File: src/rtl/tiny_rv_rf_ctrl.sv
// -----------------------------------------------------------------------------
// tiny_rv_rf_ctrl
//
// Write-port sequencer and load scoreboard for the core's 32 x XLEN register
// file. The register file itself has no reset and writes write_addr1 /
// write_data1 on every rising edge, so this block always presents a write.
// When there is no useful work, that write goes to x0, whose reads are masked.
//
//   1. After reset, optionally sweeps x0..x31 with zeros (INIT state, 32 cycles).
//   2. In RUN, arbitrates the single write port. Returning loads have priority
//      because they cannot be stalled. ALU writebacks come next, unless their
//      destination still has a load outstanding (WAW).
//   3. Tracks outstanding load destinations and raises a read-after-write
//      hazard flag for the issue stage.
//
// Parameters
//   XLEN       data width of the register file and writeback paths
//   INIT_ZERO  1: run the zeroing sweep after reset; 0: go straight to RUN
//
// Ports
//   i_clk, i_rst_n            clock; asynchronous active-low reset
//   alu_wb_valid/addr/data    ALU writeback request (held until ready)
//   alu_wb_ready              the ALU write is performed this cycle
//   ld_issue_valid/addr       load issued; reserve its destination
//   ld_wb_valid/addr/data     load data returned (never stalled)
//   rs1_addr, rs2_addr        issue-stage source registers
//   hazard                    a source is pending, or init is in progress
//   init_busy                 zeroing sweep active
//   sb_err                    sticky: a load returned to a non-pending register
//   rf_write_addr/data        drive the register file's write_addr1/write_data1
// -----------------------------------------------------------------------------
module tiny_rv_rf_ctrl #(
  parameter int XLEN      = 32,
  parameter bit INIT_ZERO = 1'b1
) (
  input  logic            i_clk,
  input  logic            i_rst_n,

  input  logic            alu_wb_valid,
  input  logic [4:0]      alu_wb_addr,
  input  logic [XLEN-1:0] alu_wb_data,
  output logic            alu_wb_ready,

  input  logic            ld_issue_valid,
  input  logic [4:0]      ld_issue_addr,

  input  logic            ld_wb_valid,
  input  logic [4:0]      ld_wb_addr,
  input  logic [XLEN-1:0] ld_wb_data,

  input  logic [4:0]      rs1_addr,
  input  logic [4:0]      rs2_addr,
  output logic            hazard,
  output logic            init_busy,
  output logic            sb_err,

  output logic [4:0]      rf_write_addr,
  output logic [XLEN-1:0] rf_write_data
);

  // ---------------------------------------------------------------------------
  // FSM encoding
  // ---------------------------------------------------------------------------
  localparam logic [0:0] ST_INIT = 1'b0;
  localparam logic [0:0] ST_RUN  = 1'b1;

  localparam logic [0:0] ST_RESET = INIT_ZERO ? ST_INIT : ST_RUN;

  localparam logic [4:0] CNT_LAST = 5'd31;

  // ---------------------------------------------------------------------------
  // State
  // ---------------------------------------------------------------------------
  logic [0:0] state_q,   state_d;
  logic [4:0] cnt_q,     cnt_d;
  logic [31:0] pending_q, pending_d;
  logic       sb_err_q,  sb_err_d;

  logic in_init;
  logic in_run;

  assign in_init = (state_q == ST_INIT);
  // i_rst_n is included so that the write port stays idle while reset is
  // asserted, even when INIT_ZERO = 0 puts the reset state in RUN.
  assign in_run  = (state_q == ST_RUN) && i_rst_n;

  // ---------------------------------------------------------------------------
  // Next-state logic: sweep counter, FSM, scoreboard, sticky error
  // ---------------------------------------------------------------------------
  always_comb begin
    // NOTE: every signal written here gets a default first, so no path can
    // leave it unassigned and infer a latch.
    state_d   = state_q;
    cnt_d     = cnt_q;
    pending_d = pending_q;
    sb_err_d  = sb_err_q;

    case (state_q)
      ST_INIT: begin
        // Load traffic is ignored during the sweep, so the pending bits
        // keep their current value.
        cnt_d = cnt_q + 5'd1;
        if (cnt_q == CNT_LAST) begin
          state_d = ST_RUN;
        end
      end

      ST_RUN: begin
        if (ld_wb_valid) begin
          // A load returning to a register that is not pending means the
          // memory side and this scoreboard disagree. The data is still
          // written; the error is only flagged.
          if ((ld_wb_addr != 5'd0) && !pending_q[ld_wb_addr]) begin
            sb_err_d = 1'b1;
          end
          pending_d[ld_wb_addr] = 1'b0;
        end
        // The set is applied after the clear. A new load to a register whose
        // previous load returns in the same cycle therefore stays pending.
        if (ld_issue_valid && (ld_issue_addr != 5'd0)) begin
          pending_d[ld_issue_addr] = 1'b1;
        end
      end

      default: begin
        state_d = ST_RESET;
      end
    endcase

    // x0 is never reserved.
    pending_d[0] = 1'b0;
  end

  // ---------------------------------------------------------------------------
  // Sequential state
  // ---------------------------------------------------------------------------
  // NOTE: sequential state uses non-blocking assignments, so every flop samples
  // the values from before the edge, whatever the statement order.
  // NOTE: the register array downstream is deliberately not reset (the sweep
  // clears it). The pending bits are reset, so loads in flight at reset are
  // forgotten.
  always_ff @(posedge i_clk or negedge i_rst_n) begin
    if (!i_rst_n) begin
      state_q   <= ST_RESET;
      cnt_q     <= 5'd0;
      pending_q <= 32'd0;
      sb_err_q  <= 1'b0;
    end else begin
      state_q   <= state_d;
      cnt_q     <= cnt_d;
      pending_q <= pending_d;
      sb_err_q  <= sb_err_d;
    end
  end

  // ---------------------------------------------------------------------------
  // Write-port arbitration (combinational; the write lands on this edge)
  // ---------------------------------------------------------------------------
  always_comb begin
    rf_write_addr = 5'd0;
    rf_write_data = '0;
    alu_wb_ready  = 1'b0;

    if (in_init) begin
      rf_write_addr = cnt_q;
      rf_write_data = '0;
    end else if (in_run) begin
      if (ld_wb_valid) begin
        rf_write_addr = ld_wb_addr;
        rf_write_data = ld_wb_data;
      end else if (alu_wb_valid && !pending_q[alu_wb_addr]) begin
        rf_write_addr = alu_wb_addr;
        rf_write_data = alu_wb_data;
        alu_wb_ready  = 1'b1;
      end
      // Otherwise the port is idle, or the ALU is stalled by WAW on a pending
      // destination. Both cases fall back to the harmless write of zero to x0.
    end
  end

  // ---------------------------------------------------------------------------
  // Issue-side status
  // ---------------------------------------------------------------------------
  // The hazard flag uses the pending bits as they were at the start of the
  // cycle. A load returning this cycle clears the hazard one cycle later.
  assign init_busy = in_init;
  assign hazard    = in_init | pending_q[rs1_addr] | pending_q[rs2_addr];
  assign sb_err    = sb_err_q;

endmodule

File: config.mk
export PLATFORM = sky130hd
export DESIGN_NAME = tiny_rv_rf_ctrl
export DESIGN_NICKNAME = d
export VERILOG_FILES = /design/src/rtl/tiny_rv_rf_ctrl.sv
export SDC_FILE = /design/constraint.sdc
export NUM_CORES = 1
export LEC_CHECK = 0
export BUFFER_PORTS_ARGS = -buffer_cell sky130_fd_sc_hd__buf_2
export CORE_UTILIZATION = 49
export DETAILED_ROUTE_END_ITERATION = 12
export PLACE_DENSITY = 0.85
export SYNTH_ARGS = -nofsm -noshare
export SYNTH_HDL_FRONTEND = slang
export SYNTH_SLANG_ARGS = --single-unit
File: constraint.sdc
create_clock -name i_clk -period 3.14 [get_ports i_clk]
set_clock_uncertainty 0.1 [all_clocks]
set_input_delay 0.628 -clock i_clk [delete_from_list [all_inputs] [get_ports i_clk]]
set_output_delay 0.628 -clock i_clk [all_outputs]
set_load 0.01 [all_outputs]
Word-level counts from Yosys, hierarchy flattened --
Index checks and enable logic that the tools add are counted.
Cells by class: add/sub/neg operators 1, magnitude comparators 7, equal/unequal tests 1, muxes and demuxes 29, bitwise operators 6, reduce and logical (&&, ||, !) cells 11
Operators by type and width (count):
- two-way mux 32 bit | 7
- bitwise AND 32 bit | 1
- NOT 32 bit | 1
- OR 32 bit | 1
- less-than comparator 5 x 6 -> 1 bit (second input constant) | 5
- binary-select mux 1 bit (select 5 bit) | 4
- two-way mux 5 bit | 4
- two-way mux 1 bit | 12
- demux 1 bit (select 5 bit) | 2
- >= comparator 5 x 1 -> 1 bit (second input constant) | 2
- nonzero test 5 bit | 2
- logical AND 1 bit | 6
- adder 5 x 1 -> 5 bit (second input constant) | 1
- == test 5 bit (second input constant) | 1
- AND reduction 3 bit | 1
- logical NOT 1 bit | 2
- OR 1 bit | 2
- NOT 1 bit | 1
Storage, ports and cells: bits in registers 38, output and inout port bits 41

Logic depth before layout (Yosys ltp) --
Gate-level depths: netlist of run 1.
word-level depth 10, depth in mapped cells 9

Worst setup path after synthesis of run 1 --
Ideal clock, no wire load.
path kind input port to output port, start input alu_wb_addr[0], end output rf_write_data[0], arrival 2.062 ns, data required time 2.412 ns, setup slack 0.350 ns, cell stages on the path 7, buffers on the path 2, path through buf_6 mux2_1 a221oi_2 nor4_2 a31oi_4 buf_6 a32o_2
On the way: longest elaborated chain between the ends 8
Ends and longest elaborated chain:
- start, declared | RTL line 40 | input logic [4:0] alu_wb_addr,
- binary-select mux 1 bit (select 5 bit) | RTL line 171 | end else if (alu_wb_valid && !pending_q[alu_wb_addr]) begin
- two-way mux 1 bit (implied by the code) | RTL line 171
- logical NOT 1 bit | RTL line 171
- logical AND 1 bit | RTL line 171
- two-way mux 32 bit | RTL line 171
- two-way mux 32 bit | RTL line 168 | if (ld_wb_valid) begin
- two-way mux 32 bit | RTL line 167 | end else if (in_run) begin
- two-way mux 32 bit | RTL line 164 | if (in_init) begin
- end, declared | RTL line 58 | output logic [XLEN-1:0] rf_write_data
Every way passes these cells. The select of a mux whose other input is x is not followed.

Worst setup path after layout of run 1 --
start input alu_wb_addr[0], end output rf_write_data[20]
Same word-level chain as after synthesis.

==> results of run 1 <==
-- layout make-up --
type | instances | area [sq um]
clock buffers | 7 | 86.3
clock inverters | 1 | 5.00
fillers | 544 | 2320
inverters | 7 | 26.3
multi-input cells | 258 | 2140
flip-flops and latches | 38 | 951
well taps | 77 | 96.3
repair buffers | 143 | 754
-- registers in the layout (all words and copies together), names as in the netlist --
name and count:
sb_err 1, pending_q 31, cnt_q 5, state_q 1
-- path summary, 6_finish.rpt --
kind | slack [ns] | depth (start not counted) | from | endpoint
setup / recovery | 0.18 | 9 | alu_wb_addr[0] | rf_write_data[20]
hold / removal | 0.03 | 1 | i_rst_n | state_q
setup reg to reg | 1.36 | 5 | state_q | pending_q[28]
hold reg to reg | 0.40 | 1 | cnt_q[3] | cnt_q[3]
max in group asynchronous | 2.27 | 2 | i_rst_n | pending_q[8]
min in group i_clk | 0.40 | 1 | cnt_q[3] | cnt_q[3]
-- worst max-delay path, cell delays in order --
cell,delay (ns)
buf_2,0.14
buf_4,0.20
mux2i_1,0.33
a2bb2oi_1,0.11
nand3_1,0.08
and3_1,0.19
buf_6,0.21
a32o_2,0.19
buf_2,0.14
-- power breakdown --
| group | total [uW] | internal (uW) | switching [uW] |
|---|---|---|---|
| Sequential | 622 | 540 | 81.9 |
| Clock | 350 | 177 | 173 |
| Combinational | 477 | 238 | 239 |
| Total | 1450 | 955 | 494 |
-- stage by stage --
step	total power, uW	cells	area [sq um]	hold slack, ns	worst slack (ns)
3_3_place_gp	1080	523	3970	0.333	0.189
4_1_cts	1440	531	4060	0.0201	0.147
3_5_place_dp	1090	523	3970	0.337	0.153
2_1_floorplan	899	330	3270	0.232	0.350
6_report	1450	531	4060	0.0256	0.183
5_1_grt	1510	531	4060	0.0171	0.0334
-- kinds of logic (layout without fill, tap and decap cells) --
logic type / after synthesis / count (layout) / synth area share
xor gates and xnor gates: 3 / 3 / 0.00804
muxes: 45 / 45 / 0.214
AOI/OAI and AO/OA: 125 / 125 / 0.281
buffers and inverters: 34 / 158 / 0.0532
DFF: 38 / 38 / 0.291
adders and majority gates: 2 / 2 / 0.00766
and+or+nand+nor: 83 / 83 / 0.145
-- cell usage in the layout, fill, tap and decap left out, drive strengths merged, types with 2 or more instances in the layout --
| cell | Yosys | final |
|---|---|---|
| mux2i | 17 | 17 |
| xnor2 | 3 | 3 |
| inv | 6 | 6 |
| a31o | 4 | 4 |
| nand2b | 2 | 2 |
| a22oi | 2 | 2 |
| and2 | 2 | 2 |
| or3b | 2 | 2 |
| a22o | 2 | 2 |
| ha | 2 | 2 |
| a32o | 32 | 32 |
| dfrtp | 38 | 38 |
| a21oi | 5 | 5 |
| nor2 | 10 | 10 |
| a31oi | 3 | 3 |
| and3 | 3 | 3 |
| o21ai | 64 | 64 |
| clkinv | 1 | 2 |
| or3 | 3 | 3 |
| nand4 | 4 | 4 |
| nand2 | 18 | 18 |
| nand3b | 9 | 9 |
| buf | 12 | 143 |
| nor3b | 3 | 3 |
| nand3 | 10 | 10 |
| nor4 | 3 | 3 |
| mux2 | 9 | 9 |
| nor2b | 10 | 10 |
| mux4 | 19 | 19 |
| clkbuf | 15 | 7 |
| a221oi | 2 | 2 |
-- repair_timing --
item                                   in CTS  in global routing
endpoints found under the hold margin       0                  0
resized for setup                           0                  1
setup endpoints to repair                   0                 13
-- per-layer routing --
| layer | share of wire | vias to the layer above | global-route usage |
|---|---|---|---|
| li1 | - | 1565 | - |
| met1 | 0.38 | 1709 | 0.377 |
| met2 | 0.50 | 220 | 0.528 |
| met3 | 0.088 | 22 | 0.0554 |
| met4 | 0.031 | 0 | 0.136 |
| met5 | 0 | - | 0 |
==> key figures, run 1 <==
Power
  • LEAKAGE: 0.00200 uW
  • PD cells: 357 mW/mm^2
  • VDD IR max: 319 uV

Routing
  • # DRC: 0
  • Vias post-DR: 3516
  • Wire length per cell: 20.1 um
  • Remaining antenna violation count: 0
  • Via/cell ratio: 6.62
  • Routed wire length: 10700 um
  • First-pass DRT Iterations: 5
  • Iteration-0 DRC Markers: 238

Floorplan
  • Core Rows: 29
  • Top Ports: 135
  • Die area: 0.00700 sq mm
  • CORE AREA: 0.00639 sq mm
  • Die X: 83.7 um
  • Die height: 83.7 um
  • Initial core utilization: 0.512

Yosys
  • Yosys reg bits: 38
  • Syn Std Cell Area: 0.00327 sq mm
  • Most common flop cell mapped by yosys: dfrtp_1
  • Synth async-reset ratio: 1.00
  • Synth area leaders: dfrtp_1 (29%), mux4_2 (13%), o21ai_0 (8.7%)
  • Share of the synthesized area in the top cell type: 0.291
  • Top-count cell post-synth: o21ai_0
  • Post-Syn Nets: 426
  • Register area share after synthesis: 0.291
  • Number of synthesized flops with an enable pin: 0
  • Mapped Avg Cell Area: 9.90 sq um
  • Post-synth cell types: 56
  • Most frequent cells after synthesis: o21ai_0 (57), dfrtp_1 (38), a32o_2 (25)
  • YS warnings: 0
  • Area leader, netlist: dfrtp_1
  • Mapped Cells: 330

Placed design
  • Port bufs: 134
  • Final Wtd Congestion: 1.01
  • Hpwl dp: 8250 um

Run status
  • Outcome: finished clean

Setup path
  • Startpoint Class: input pin
  • CP arrival: 2.23 ns
  • Crit Path Max Fanout: 24
  • Crit Path Category: in2out
  • Critical Path Sink Type: output pin
  • Worst path required time: 2.41 ns

Final layout
  • Layout Utilization: 0.636
  • Layout cells sized above 1: 0.452
  • # diodes: 0
  • Area grow syn2layout: 24.3%
  • Final #Nets: 549

Clock network
  • Clock slew at reported path FFs: 0.07 ns
  • Sinks on Clock Net: 38
  • CTS tree: built
  • Clock Latency Late Sink: 0.30 ns
  • Hold-fix buffers, CTS: 0
  • CTS Buffer Depth: 2
  • H-tree levels: 2
  • Clk root buf: clkbuf_8
  • Setup bufs post-CTS: 0
  • CTS Buf Count: 5

GRT
  • Global-route wire length before repair: 17000 um
  • Vias in the first global route: 3455
  • Global Route Usage Sum: 0.307
  • Initial antenna violation count: 0
  • Overflow after GRT: 0
  • Largest net degree at the start of global routing: 38

STA
  • Crit share post-route: 0.942
  • Min Tclk post-route: 2.96 ns
  • Max-slew headroom: 0.694
  • Tightest Pin Transition: 0.459 ns
  • Setup TNS: 0 ns
  • Achievable Freq: 338 MHz
  • RSZ-0062 raised after global routing: no
  • Fin. max-slew vios: 0
  • Setup violations, final: 0
  • Final hold violations: 0

Min path
  • Worst Hold Class: in2async

Run
  • Max-cap violations: 0
(Power assumes the default switching activity.)
==> run 2, diff against run 1 <==
- ABC_AREA: default -> 1
- CORE_UTILIZATION: 49 -> 50
- PLACE_DENSITY: 0.85 -> 0.86
==> run 2 against run 1 <==
Compared with the run above: total power grew 5.3%; synthesized cell count grew 68%; routed wire length grew 14%; combinational power grew 6.1%; maximum frequency grew 0.55%; synthesized area grew 7.1%; register-to-register slack gained 0.02 ns; highest routed layer unchanged; utilization shrank 0.78 points; clock-buffer cell count shrank 2; sequential cell count is the same; die area grew 4.8%; critical path depth grew 2; critical path type unchanged.
==> key figures, run 2 <==
Run status
  • Outcome: finished clean (unchanged)

GRT
  • Largest net degree at the start of global routing: 39 (was 38)
  • Overflow after GRT: 0 (unchanged)
  • Global Route Usage Sum: 0.333 (was 0.307)
  • Global-route wire length before repair: 19300 um (was 17000 um)
  • Initial antenna violation count: 0 (unchanged)
  • Vias in the first global route: 3995 (was 3455)

Power
  • PD cells: 357 mW/mm^2 (about the same)
  • VDD IR max: 511 uV (was 319 uV)
  • LEAKAGE: 0.00229 uW (was 0.00200 uW)

Final layout
  • Top Registers: pending_q: 31 flops, cnt_q: 5 flops (unchanged)
  • Layout Utilization: 0.628 (was 0.636)
  • Most common cell after layout, fill and taps aside: nand2_1 (was buf_2)
  • Finished Layout Cells: 774 (was 531)
  • Final #Nets: 773 (was 549)
  • Most frequent cells in the layout: nand2_1 (141), buf_2 (134), o21ai_0 (94), inv_1 (67), nand3_1 (61) (was buf_2 (134), o21ai_0 (57), dfrtp_1 (38), a32o_2 (25), mux4_2 (19))
  • Area grow syn2layout: 22.0% (was 24.3%)
  • # diodes: 0 (unchanged)
  • Layout cells sized above 1: 0.239 (was 0.452)
  • Cell area after layout: 0.00427 sq mm (was 0.00406 sq mm)
  • Largest register FFs: 31 (unchanged)
  • Register name with the most flops: pending_q (unchanged)

Clock network
  • Hold-fix buffers, CTS: 0 (unchanged)
  • Post-CTS resize count: 0 (unchanged)
  • Sinks on Clock Net: 38 (unchanged)
  • CTS Buffer Depth: 2 (unchanged)
  • Clock slew at reported path FFs: 0.07 ns (about the same)
  • H-tree levels: 2 (unchanged)
  • Setup bufs post-CTS: 0 (unchanged)
  • Clk root buf: clkbuf_8 (unchanged)
  • CTS Buf Count: 5 (unchanged)
  • Clock Latency Late Sink: 0.30 ns (about the same)
  • CTS tree: built (unchanged)

STA
  • Fin. max-slew vios: 0 (unchanged)
  • Min Tclk post-route: 2.94 ns (was 2.96 ns)
  • Tightest Pin Transition: 0.459 ns (about the same)
  • Final hold violations: 0 (unchanged)
  • Setup TNS: 0 ns (unchanged)
  • Achievable Freq: 340 MHz (was 338 MHz)
  • Setup violations, final: 0 (unchanged)
  • Max-slew headroom: 0.694 (about the same)
  • Crit share post-route: 0.937 (was 0.942)
  • RSZ-0062 raised after global routing: no (unchanged)

Setup path
  • Crit path cell chain: buf_2, buf_4, nand2_1, nand3_1, nand3_1, nand3_2, nand2_2, nand2_4, nand4_1, nand2_1, buf_2 (was buf_2, buf_4, mux2i_1, a2bb2oi_1, nand3_1, and3_1, buf_6, a32o_2, buf_2)
  • Worst setup startpoint: alu_wb_addr[0] (unchanged)
  • Crit Path Max Fanout: 36 (was 24)
  • Slowest cell on the critical path: nand2_4 (was mux2i_1)
  • Maximum single-stage delay on the critical path: 0.29 ns (was 0.33 ns)
  • CP arrival: 2.21 ns (was 2.23 ns)
  • Critical Path Sink Type: output pin (unchanged)
  • Startpoint Class: input pin (unchanged)
  • Crit Path Category: in2out (unchanged)
  • Reg-to-Reg End: pending_q[27] (was pending_q[28])
  • CP top delay family: simple AND/OR/NAND/NOR gates (was buffers and inverters)
  • Worst reg2reg setup slack: 1.38 ns (was 1.36 ns)
  • Worst Path Buf+Inv: 3 (was 4)
  • Worst path required time: 2.41 ns (about the same)
  • RR Startpoint: state_q (unchanged)
  • R2R depth: 6 (was 5)

Yosys
  • Post-Syn Nets: 651 (was 426)
  • Area leader, netlist: dfrtp_1 (unchanged)
  • Most common flop cell mapped by yosys: dfrtp_1 (unchanged)
  • Mapped Cells: 555 (was 330)
  • Number of synthesized flops with an enable pin: 0 (unchanged)
  • YS warnings: 0 (unchanged)
  • Xor/xnor share of the synthesized area: 0.00501 (was 0.00804)
  • Adder-cell share of the synthesized area: 0.00715 (was 0.00766)
  • Yosys reg bits: 38 (unchanged)
  • Synth area leaders: dfrtp_1 (27%), nand2_1 (15%), o21ai_0 (13%) (was dfrtp_1 (29%), mux4_2 (13%), o21ai_0 (8.7%))
  • Mapped Avg Cell Area: 6.31 sq um (was 9.90 sq um)
  • Synth async-reset ratio: 1.00 (unchanged)
  • Share of the synthesized area in the top cell type: 0.272 (was 0.291)
  • Largest family of logic cells by synthesized area: simple AND/OR/NAND/NOR gates (was compound AO/OA/AOI/OAI gates)
  • Post-synth cell types: 33 (was 56)
  • Compound-gate portion of the synthesized area: 0.226 (was 0.281)
  • Top-count cell post-synth: nand2_1 (was o21ai_0)
  • Mux cell area share after synthesis: 0 (was 0.214)
  • Register area share after synthesis: 0.272 (was 0.291)
  • Most frequent cells after synthesis: nand2_1 (141), o21ai_0 (94), inv_1 (67) (was o21ai_0 (57), dfrtp_1 (38), a32o_2 (25))
  • Syn Std Cell Area: 0.00350 sq mm (was 0.00327 sq mm)
  • Simple-gate share of the synthesized area: 0.360 (was 0.145)

Routing
  • Remaining antenna violation count: 0 (unchanged)
  • # DRC: 0 (unchanged)
  • First-pass DRT Iterations: 8 (was 5)
  • Routed wire length: 12200 um (was 10700 um)
  • Iteration-0 DRC Markers: 610 (was 238)
  • Via/cell ratio: 5.87 (was 6.62)
  • Vias post-DR: 4547 (was 3516)
  • Wire length per cell: 15.8 um (was 20.1 um)

Placed design
  • Port bufs: 134 (unchanged)
  • Final Wtd Congestion: 0.988 (was 1.01)
  • Placed Cells: 766 (was 523)
  • Post-DP Area: 0.00416 sq mm (was 0.00397 sq mm)
  • Hpwl dp: 9350 um (was 8250 um)

Min path
  • Worst Hold Class: in2async (unchanged)

Floorplan
  • CORE AREA: 0.00679 sq mm (was 0.00639 sq mm)
  • Die area: 0.00734 sq mm (was 0.00700 sq mm)
  • Top Ports: 135 (unchanged)
  • Core Rows: 30 (was 29)
  • Die height: 85.7 um (was 83.7 um)
  • Initial core utilization: 0.515 (was 0.512)
  • Die X: 85.7 um (was 83.7 um)

Run
  • Max-cap violations: 0 (unchanged)
## run 2: changes by cell type after synthesis, moves of 10 or more
| cell | delta |
|---|---|
| a21oi_1 | +17 |
| mux4_2 | -19 |
| o211ai_1 | +10 |
| mux2i_1 | -17 |
| nand3_1 | +51 |
| a32o_2 | -25 |
| o22ai_1 | +10 |
| o21ai_0 | +37 |
| nand4_1 | +34 |
| inv_1 | +62 |
| nand2_1 | +123 |
## run 2: metal layers
metal  vias up  track usage  share of wire
li1       2150            -              -
met1      2072        0.449           0.40
met2       274        0.530           0.46
met3        51       0.0462          0.097
met4         0        0.156          0.037
met5         -            0              0
## run 2: cells by family after synthesis
family,after synthesis
buf+inv,97
simple gates,270
fa+ha+maj,2
xor+xnor,2
compound gates,146
flops,38
## run 2: report_power, final
group	total, uW	internal [uW]	leakage [uW]	switching (uW)
logic	506	178	0.00174	328
clock network	416	236	0.0000504	180
registers	604	541	0.000493	63.0
## run 2: area by class of cell
type	count	area (sq um)
Timing Repair Buffer	141	723
Tap cell	96	120
Multi-Input combinational cell	420	2090
Inverter	71	267
Sequential cell	38	951
Clock inverter	3	45.0
Fill cell	641	2520
Clock buffer	5	68.8
## run 2: worst max path at each step
stage | end | cells past startpoint
CTS | rf_write_addr[0] | 11
floorplan | rf_write_addr[2] | 10
detailed placement | rf_write_addr[0] | 11
global placement | rf_write_addr[0] | 11
finish | rf_write_addr[0] | 11
global route | rf_write_data[9] | 12
## run 2: stage by stage
stage                     worst slack [ns]  total power, uW  hold slack (ns)
after floorplan                      0.853              898            0.232
after global placement               0.295             1090            0.360
after detailed placement             0.273             1100            0.366
after CTS                            0.265             1510            0.289
after global routing                0.0877             1610            0.322
final                                0.199             1530            0.273
==> run 3, diff against run 2 <==
- CAP_MARGIN: default -> 30
- RECOVER_POWER: default -> 100
==> run 3 against run 2 <==
Compared with the run above: the run now ends with max-capacitance violations, max-slew violations left; final cell count did not move; global-route usage did not move; non-clock buffer count did not move; via count fell by 0.22%; setup slack got worse by 0.015 ns; utilization fell by 0.63 points; clock-buffer cell count did not move; sequential share of layout area rose by 0.22 points; largest power group unchanged.
==> key figures, run 3 (same netlist as run 2, synthesis figures left out) <==
Setup path
  • Crit path cell chain: clkbuf_2, buf_4, nand2_1, nand3_1, nand3_1, nand3_2, nand2_2, nand2_4, nand4_1, nand2_1, buf_2 (was buf_2, buf_4, nand2_1, nand3_1, nand3_1, nand3_2, nand2_2, nand2_4, nand4_1, nand2_1, buf_2)
  • Slowest cell on the critical path: nand2_4 (unchanged)
  • Worst path required time: 2.41 ns (about the same)
  • Maximum single-stage delay on the critical path: 0.29 ns (about the same)
  • CP arrival: 2.23 ns (was 2.21 ns)
  • Crit Path Max Fanout: 36 (unchanged)
  • Critical Path Sink Type: output pin (unchanged)
  • Startpoint Class: input pin (unchanged)
  • Crit Path Category: in2out (unchanged)

Power
  • LEAKAGE: 0.00217 uW (was 0.00229 uW)
  • VDD IR max: 512 uV (was 511 uV)
  • PD cells: 360 mW/mm^2 (was 357 mW/mm^2)

Routing
  • Remaining antenna violation count: 0 (unchanged)
  • First-pass DRT Iterations: 5 (was 8)
  • Wire length per cell: 15.9 um (was 15.8 um)
  • Via/cell ratio: 5.86 (was 5.87)
  • Routed wire length: 12300 um (was 12200 um)
  • Vias post-DR: 4537 (was 4547)
  • Iteration-0 DRC Markers: 614 (was 610)
  • # DRC: 0 (unchanged)

Clock network
  • Clk root buf: clkbuf_8 (unchanged)
  • Clock Latency Late Sink: 0.30 ns (about the same)
  • Clock slew at reported path FFs: 0.07 ns (about the same)
  • Sinks on Clock Net: 38 (unchanged)
  • Hold-fix buffers, CTS: 0 (unchanged)
  • CTS Buffer Depth: 2 (unchanged)
  • H-tree levels: 2 (unchanged)
  • CTS tree: built (unchanged)
  • Setup bufs post-CTS: 0 (unchanged)
  • Post-CTS resize count: 0 (unchanged)
  • CTS Buf Count: 5 (unchanged)

GRT
  • Vias in the first global route: 3995 (unchanged)
  • Largest net degree at the start of global routing: 39 (unchanged)
  • Overflow after GRT: 0 (unchanged)
  • Initial antenna violation count: 0 (unchanged)
  • Global-route wire length before repair: 19300 um (unchanged)
  • Global Route Usage Sum: 0.333 (unchanged)

STA
  • Tightest Pin Transition: 1.95 ns (was 0.459 ns)
  • Max-slew headroom: -0.298 (was 0.694)
  • Setup violations, final: 0 (unchanged)
  • Final hold violations: 0 (unchanged)
  • Crit share post-route: 0.941 (was 0.937)
  • RSZ-0062 raised after global routing: no (unchanged)
  • Fin. max-slew vios: 39 (was 0)
  • Min Tclk post-route: 2.96 ns (was 2.94 ns)
  • Setup TNS: 0 ns (unchanged)
  • Achievable Freq: 338 MHz (was 340 MHz)

Final layout
  • Largest register FFs: 31 (unchanged)
  • Finished Layout Cells: 774 (unchanged)
  • Layout cells sized above 1: 0.193 (was 0.239)
  • Area grow syn2layout: 20.8% (was 22.0%)
  • Register area: 951 sq um (unchanged)
  • Final #Nets: 773 (unchanged)
  • Multi-input gate area: 0.00209 sq mm (unchanged)
  • Most common cell after layout, fill and taps aside: nand2_1 (unchanged)
  • Register name with the most flops: pending_q (unchanged)
  • Fillcell total: 663 (was 641)
  • Most frequent cells in the layout: nand2_1 (141), buf_2 (104), o21ai_0 (94), inv_1 (68), nand3_1 (61) (was nand2_1 (141), buf_2 (134), o21ai_0 (94), inv_1 (67), nand3_1 (61))
  • Top Registers: pending_q: 31 flops, cnt_q: 5 flops (unchanged)
  • # diodes: 0 (unchanged)

Placed design
  • Final Wtd Congestion: 0.988 (unchanged)
  • Port bufs: 134 (unchanged)
  • Placed Cells: 766 (unchanged)
  • Hpwl dp: 9350 um (unchanged)

Floorplan
  • Die X: 85.7 um (unchanged)
  • Die height: 85.7 um (unchanged)
  • Die area: 0.00734 sq mm (unchanged)
  • Top Ports: 135 (unchanged)
  • Initial core utilization: 0.515 (unchanged)
  • CORE AREA: 0.00679 sq mm (unchanged)
  • Core Rows: 30 (unchanged)

Min path
  • Worst Hold Class: reg2reg (was in2async)

Run status
  • Failing checks: max-capacitance violations, max-slew violations
  • Outcome: finished, violations left (was finished clean)

Run
  • Max-cap violations: 1 (was 0)
## run 3: cell types whose count changed in the layout (fill, tap and decap cells not counted), moves of 2 or more
cell	change
buf_2	-30
clkbuf_1	+30
buf_4	-3
clkbuf_2	+2
## run 3: area by class of cell
type | count | area share
Inverter | 71 | 0.0631
Multi-Input combinational cell | 420 | 0.496
Timing Repair Buffer | 141 | 0.161
Clock buffer | 5 | 0.0163
Clock inverter | 3 | 0.0107
Sequential cell | 38 | 0.225
Tap cell | 96 | 0.0284
## run 3: per-stage QoR
stage               total power [uW]  utilization  hold WS, ns  setup WS, ns  cell area [sq um]
finish                          1520        0.622        0.382         0.184               4230
global route                    1600        0.622        0.407        0.0441               4230
CTS                             1510        0.628        0.289         0.265               4270
detailed placement              1100        0.612        0.366         0.273               4160
global placement                1090        0.612        0.360         0.295               4160
floorplan                        898            -        0.232         0.853               3500
## run 3: path summary, 6_finish.rpt
kind	start	slack, ns	end	depth (start not counted)
max in group asynchronous	i_rst_n	0.95	pending_q[3]	2
worst max register to register	state_q	1.11	pending_q[27]	6
worst min-delay path	sb_err	0.38	sb_err	2
min in group asynchronous	i_rst_n	0.87	sb_err	2
worst max-delay path	alu_wb_addr[0]	0.18	rf_write_addr[0]	11
worst min register to register	sb_err	0.38	sb_err	2
## run 3: metal layers
layer	track usage	vias up	routed length (um)
li1	-	2148	-
met1	0.449	2046	4990
met2	0.530	289	5690
met3	0.0462	54	1210
met4	0.156	0	403
met5	0	-	0
## run 3: critical path: cells and delay by family
family / cells / cell delay, ns
and+or+nand+nor: 8 / 1.00
buffers and inverters: 3 / 0.59
## run 3: report_power, final
part           switching [uW]  internal, uW  total, uW
sequential               63.3           541        604
clock                     180           236        416
combinational             329           172        501
total                     573           949       1520
